**config.mk**
```make
export PLATFORM = sky130hd
export DESIGN_NAME = fetch_unit
export DESIGN_NICKNAME = d
export VERILOG_FILES = /design/src/rtl/fetch_pkg.sv /design/src/rtl/fetch_unit_ifid_hold_buf.sv /design/src/rtl/fetch_unit.sv
export SDC_FILE = /design/constraint.sdc
export NUM_CORES = 1
export LEC_CHECK = 0
export CORE_ASPECT_RATIO = 2
export CORE_UTILIZATION = 40
export DETAILED_ROUTE_END_ITERATION = 7
export PLACE_DENSITY = 0.68
export RECOVER_POWER = 50
export SLEW_MARGIN = 20
export SYNTH_ARGS = -nofsm -noshare
export SYNTH_HDL_FRONTEND = slang
export SYNTH_SLANG_ARGS = --single-unit
```
**constraint.sdc**
```tcl
create_clock -name clk -period 3.8 [get_ports clk]
set_input_delay 0.95 -clock clk [delete_from_list [all_inputs] [get_ports clk]]
set_output_delay 0.95 -clock clk [all_outputs]
set_load 0.005 [all_outputs]
```
**src/rtl/fetch_pkg.sv**
```systemverilog
// rtl/fetch_pkg.sv - shared types and constants for the instruction-fetch block
package fetch_pkg;

    typedef enum logic [1:0] {
        S_REQ   = 2'd0,
        S_HOLD  = 2'd1,
        S_DRAIN = 2'd2
    } state_t;

    localparam logic [31:0] RESET_PC  = 32'h0000_3000;
    localparam logic [31:0] NOP_INSTR = 32'h0000_0000;

endpackage

```
**src/rtl/fetch_unit_ifid_hold_buf.sv**
```systemverilog
// rtl/fetch_unit_ifid_hold_buf.sv - one-entry skid buffer catching a fetched word while decode is stalled
module ifid_hold_buf
    import fetch_pkg::*;
(
    input  logic        clk,
    input  logic        i_rst,
    input  logic        i_load,
    input  logic        i_release,
    input  logic        i_flush,
    input  logic [31:0] i_instr,
    input  logic [31:0] i_pc4,
    output logic [31:0] o_instr,
    output logic [31:0] o_pc4,
    output logic        o_full
);

    logic [31:0] r_instr;
    logic [31:0] r_pc4;
    logic        r_full;

    always_ff @(posedge clk) begin
        if (i_rst || i_flush) begin
            r_full  <= 1'b0;
            r_instr <= NOP_INSTR;
            r_pc4   <= 32'd0;
        end else if (i_load) begin
            r_full  <= 1'b1;
            r_instr <= i_instr;
            r_pc4   <= i_pc4;
        end else if (i_release) begin
            r_full  <= 1'b0;
        end
    end

    assign o_instr = r_instr;
    assign o_pc4   = r_pc4;
    assign o_full  = r_full;

endmodule

```
**src/rtl/fetch_unit.sv**
```systemverilog
// rtl/fetch_unit.sv - fetch FSM, next-PC mux and IF/ID register with redirect and wait-state handling
module fetch_unit
    import fetch_pkg::*;
(
    input  logic        clk,
    input  logic        PCReSet,
    input  logic [31:0] PC,
    output logic [31:0] next_pc,
    output logic        isPCWrite,
    output logic        imem_req,
    output logic [31:0] imem_addr,
    input  logic [31:0] imem_rdata,
    input  logic        imem_ack,
    input  logic        stall_id,
    input  logic        branch_taken,
    input  logic [31:0] branch_target,
    input  logic        jump,
    input  logic [31:0] jump_target,
    output logic [31:0] ifid_instr,
    output logic [31:0] ifid_pc4,
    output logic        ifid_valid
);

    state_t      r_state, w_state_nxt;
    logic [31:0] r_drain_addr, r_pend_target;
    logic [31:0] r_ifid_instr, r_ifid_pc4;
    logic        r_ifid_valid, r_was_rst;

    logic        w_redir, w_buf_load, w_buf_release, w_buf_flush, w_buf_full;
    logic [31:0] w_target, w_pc4, w_buf_instr, w_buf_pc4;

    assign w_redir  = branch_taken | jump;
    assign w_target = branch_taken ? branch_target : jump_target;
    assign w_pc4    = PC + 32'd4;

    ifid_hold_buf u_hold (
        .clk       (clk),
        .i_rst     (PCReSet),
        .i_load    (w_buf_load),
        .i_release (w_buf_release),
        .i_flush   (w_buf_flush),
        .i_instr   (imem_rdata),
        .i_pc4     (w_pc4),
        .o_instr   (w_buf_instr),
        .o_pc4     (w_buf_pc4),
        .o_full    (w_buf_full)
    );

    always_ff @(posedge clk) begin
        if (PCReSet) r_state <= S_REQ;
        else         r_state <= w_state_nxt;
    end

    always_comb begin
        w_state_nxt = r_state;
        case (r_state)
            S_REQ: begin
                if (!imem_ack && w_redir)                   w_state_nxt = S_DRAIN;
                else if (imem_ack && !w_redir && stall_id)  w_state_nxt = S_HOLD;
            end
            S_HOLD:  if (w_redir || !stall_id) w_state_nxt = S_REQ;
            S_DRAIN: if (imem_ack)             w_state_nxt = S_REQ;
            default: w_state_nxt = S_REQ;
        endcase
    end

    // A drain keeps presenting the abandoned address until memory completes it
    always_comb begin
        imem_req      = !PCReSet && (r_state != S_HOLD);
        imem_addr     = (r_state == S_DRAIN) ? r_drain_addr : PC;
        isPCWrite     = 1'b0;
        next_pc       = w_pc4;
        w_buf_load    = 1'b0;
        w_buf_release = 1'b0;
        w_buf_flush   = 1'b0;
        if (!PCReSet) begin
            case (r_state)
                S_REQ: begin
                    isPCWrite  = imem_ack;
                    next_pc    = w_redir ? w_target : w_pc4;
                    w_buf_load = imem_ack && !w_redir && stall_id;
                end
                S_HOLD: begin
                    isPCWrite     = w_redir;
                    next_pc       = w_target;
                    w_buf_flush   = w_redir;
                    w_buf_release = !w_redir && !stall_id;
                end
                S_DRAIN: begin
                    isPCWrite = imem_ack;
                    next_pc   = w_redir ? w_target : r_pend_target;
                end
                default: ;
            endcase
        end
    end

    always_ff @(posedge clk) begin
        r_was_rst <= PCReSet;
        if (PCReSet) begin
            r_ifid_valid  <= 1'b0;
            r_ifid_instr  <= NOP_INSTR;
            r_ifid_pc4    <= 32'd0;
            r_pend_target <= 32'd0;
            r_drain_addr  <= 32'd0;
        end else if (w_redir) begin
            r_ifid_valid <= 1'b0;
            r_ifid_instr <= NOP_INSTR;
            if (r_state == S_DRAIN || (r_state == S_REQ && !imem_ack))
                r_pend_target <= w_target;
            if (r_state == S_REQ && !imem_ack)
                r_drain_addr <= PC;
        end else if (r_state == S_REQ) begin
            if (imem_ack && !stall_id) begin
                r_ifid_valid <= 1'b1;
                r_ifid_instr <= imem_rdata;
                r_ifid_pc4   <= w_pc4;
            end else if (!imem_ack && !stall_id) begin
                r_ifid_valid <= 1'b0;
            end
        end else if (r_state == S_HOLD && !stall_id) begin
            r_ifid_valid <= 1'b1;
            r_ifid_instr <= w_buf_instr;
            r_ifid_pc4   <= w_buf_pc4;
        end
    end

    always_ff @(posedge clk) begin
        if (!PCReSet && r_state == S_HOLD)
            assert (w_buf_full);
        if (r_was_rst && !PCReSet)
            assert (PC == RESET_PC);
    end

    assign ifid_instr = r_ifid_instr;
    assign ifid_pc4   = r_ifid_pc4;
    assign ifid_valid = r_ifid_valid;

endmodule

```
==> metrics <==
antenna violations before repair 0; Period Utilization, post-route 99.0%; GRT Overall Usage 29.0%; pwr dens 360 nW/um2; post-route insts no fill 1763; violated checks design-rule violations, max-capacitance violations, max-slew violations; Worst Hold Class reg -> reg; Synth Register Bits 195; clock-pin transition on the worst setup and hold timing paths 70 ps; ys async rst share 0%; Setup WS pre-CTS -658 ps; count of pins over their slew limit 59; # nets final 1598; share of layout cells above drive strength 1 25.8%; endpoints failing hold 0; htree depth 4; yosys warns 0; Antenna Cells 0; DR vias/cell 5.66; EDFF count, synth 0; setup TNS 0 ps; WP depth 9; dpl cells 1715; Synth Net Count 1248; delay-heaviest family, CP buffers and inverters; worst ir drop on vdd 329 uV; final setup vio count 0; final worst path period need 3760 ps; Longest Clk Path Bufs 2; CTS buffer count 17; Routed Antenna Nets 0; wire per inst 20.3 um; DRC 19; Initial DRT Pass Iterations 8; Worst setup SP type primary input; run status complete, but fails checks; largest net degree at the start of global routing 65; Critical path buffers and inverters 4; Starting Density 40.7%; final design utilization 60.8%; pin slew with the least headroom to its limit 1800 ps; # Max-Cap Violations 2; Synth Cell Area 9650 um2; Crit-path slowest cell clkdlybuf4s50_1; crit path max fanout 4; I/O pins 265; fmax 266 MHz; # rows 80; via count 9972; routability congestion estimate 0.912; Slew headroom -20.4%; crit path DAT 2810 ps; Top FF cell, synth dfxtp_1; TritonCTS Sinks 195; setup ws final 38.1 ps; Reg2Reg Depth 6; Clock Tree Root clkbuf_16; die area 24800 um2; IO buf count 264; Iteration-0 DRC Markers 730; Overflow after GRT 0; required time of the critical path 2850 ps; Setup crit end kind output port; WS Path Type in -> out; Synth Instances 1113; worst path cell trace dlygate4sd2_1 -> ha_2 -> and4_4 -> buf_6 -> and2_1 -> buf_4 -> xnor2_2 -> o22ai_2 -> clkdlybuf4s50_1; Die Wd 112 um; Seq/Total Area, Yosys 40.5%; first-pass GRT wire length 55100 um; clk_lat worst skew 460 ps; Post-DP HPWL 25800 um; CTS tree yes; LEAKAGE 5.91 nW; Yosys cell types 70; Mean Syn Cell Area 8.67 um2; Die Ht 222 um; number of global-route vias before repair 9793; Core Region 23700 um2; CP peak stage delay 520 ps; final WL 35900 um; Synth-to-Final Area Change 49.6%; clock skew 5.05 ps; Worst Hold Depth 2
-- kinds of logic (layout without fill, tap and decap cells) --
family	Yosys count	in the layout	share of synthesized area (%)
and+or+nand+nor	376	376	17.9
AOI/OAI and AO/OA	326	326	25.2
DFF	195	195	40.5
buffers and inverters	112	475	5.41
muxes	77	77	8.57
xor gates and xnor gates	26	26	2.36
adders and majority gates	1	1	0.130
-- final cells by class --
cell class / count / area (um2)
inverters: 7 / 26.3
fillers: 2095 / 9290
clock inverters: 15 / 196
repair buffers: 436 / 3930
multi-input cells: 806 / 5590
flip-flops and latches: 195 / 3900
well taps: 287 / 359
clock buffers: 17 / 425
-- worst register-to-register path, stage by stage, from the launching register on --
cell and delay [ps]:
dfxtp_1 490, buf_4 260, nor2_1 1340, clkbuf_2 830, or3_1 200, o21ai_0 80
a311oi_1 250
-- layer usage --
| layer | routed length, um | GRT usage (%) |
|---|---|---|
| met5 | 0 | 0 |
| met4 | 1750 | 16.1 |
| met3 | 1700 | 4.29 |
| met2 | 18800 | 52.0 |
| met1 | 13600 | 32.4 |
-- cells in the final DEF, fill, tap and decap left out, types with 35 or more instances in the layout --
master and n:
dlygate4sd3_1 66, nor2_1 105, buf_4 156, dfxtp_1 195
o221a_2 35, clkdlybuf4s50_1 153, mux2_2 45, a311oi_1 36
nand2_1 171, a21oi_1 98
-- through the flow --
stage                     area, um2  total power, mW  hold WS (ps)
final                         14400             5.19           455
after global routing          14400             5.38           472
after CTS                     14400             5.22           455
after detailed placement      13400             3.29           444
after global placement        13400             3.28           440
after floorplan                9650             2.71           434
-- path summary, 6_finish.rpt --
check                                   endpoint  slack (ps)        startpoint
worst min register to register  r_drain_addr[11]         460  r_drain_addr[11]
worst max register to register      ifid_pc4[19]         270        r_state[1]
worst min-delay path            r_drain_addr[11]         460  r_drain_addr[11]
worst max-delay path                 next_pc[10]          40             PC[2]
-- flip-flops by register name, summed over array words and instances (netlist names) --
| register | cells |
|---|---|
| ifid_instr | 32 |
| u_hold.o_pc4 | 32 |
| r_state | 2 |
| ifid_pc4 | 32 |
| ifid_valid | 1 |
| r_drain_addr | 32 |
| r_pend_target | 32 |
| u_hold.o_instr | 32 |
-- power breakdown --
group / internal, mW / switching [mW] / leakage (nW)
logic: 0.542 / 0.539 / 4.02
registers: 2.13 / 0.0456 / 1.59
clock network: 1.05 / 0.884 / 0.302
total: 3.72 / 1.47 / 5.91
-- Yosys cell counts, types with 7 or more instances --
cell type,number,area (um2)
mux2_2,45,507
o221ai_1,11,96.3
clkbuf_1,62,233
o22ai_1,32,200
dfxtp_1,195,3900
nand3_1,22,110
a311oi_1,36,315
o21ai_0,32,160
nor3_1,10,50.1
nand2_1,172,646
a211oi_2,19,238
xor2_1,11,96.3
nand4_1,11,68.8
buf_4,7,52.6
buf_2,24,120
o22a_1,17,149
a22oi_1,11,82.6
nor2_1,108,405
mux2i_1,32,320
o221a_2,35,394
and3_1,10,62.6
a21oi_1,99,495
xnor2_1,15,131
-- timing repair --
| action | in CTS | in global routing |
|---|---|---|
| hold buffers | 0 | 0 |
| buffers inserted | 11 | 5 |
| endpoints found under the hold margin | 0 | 0 |
| gates resized for setup | 125 | 13 |
| endpoints found under the setup margin | 32 | 12 |
| pin swaps | 31 | 5 |
Power figures use the tool's default switching activity.
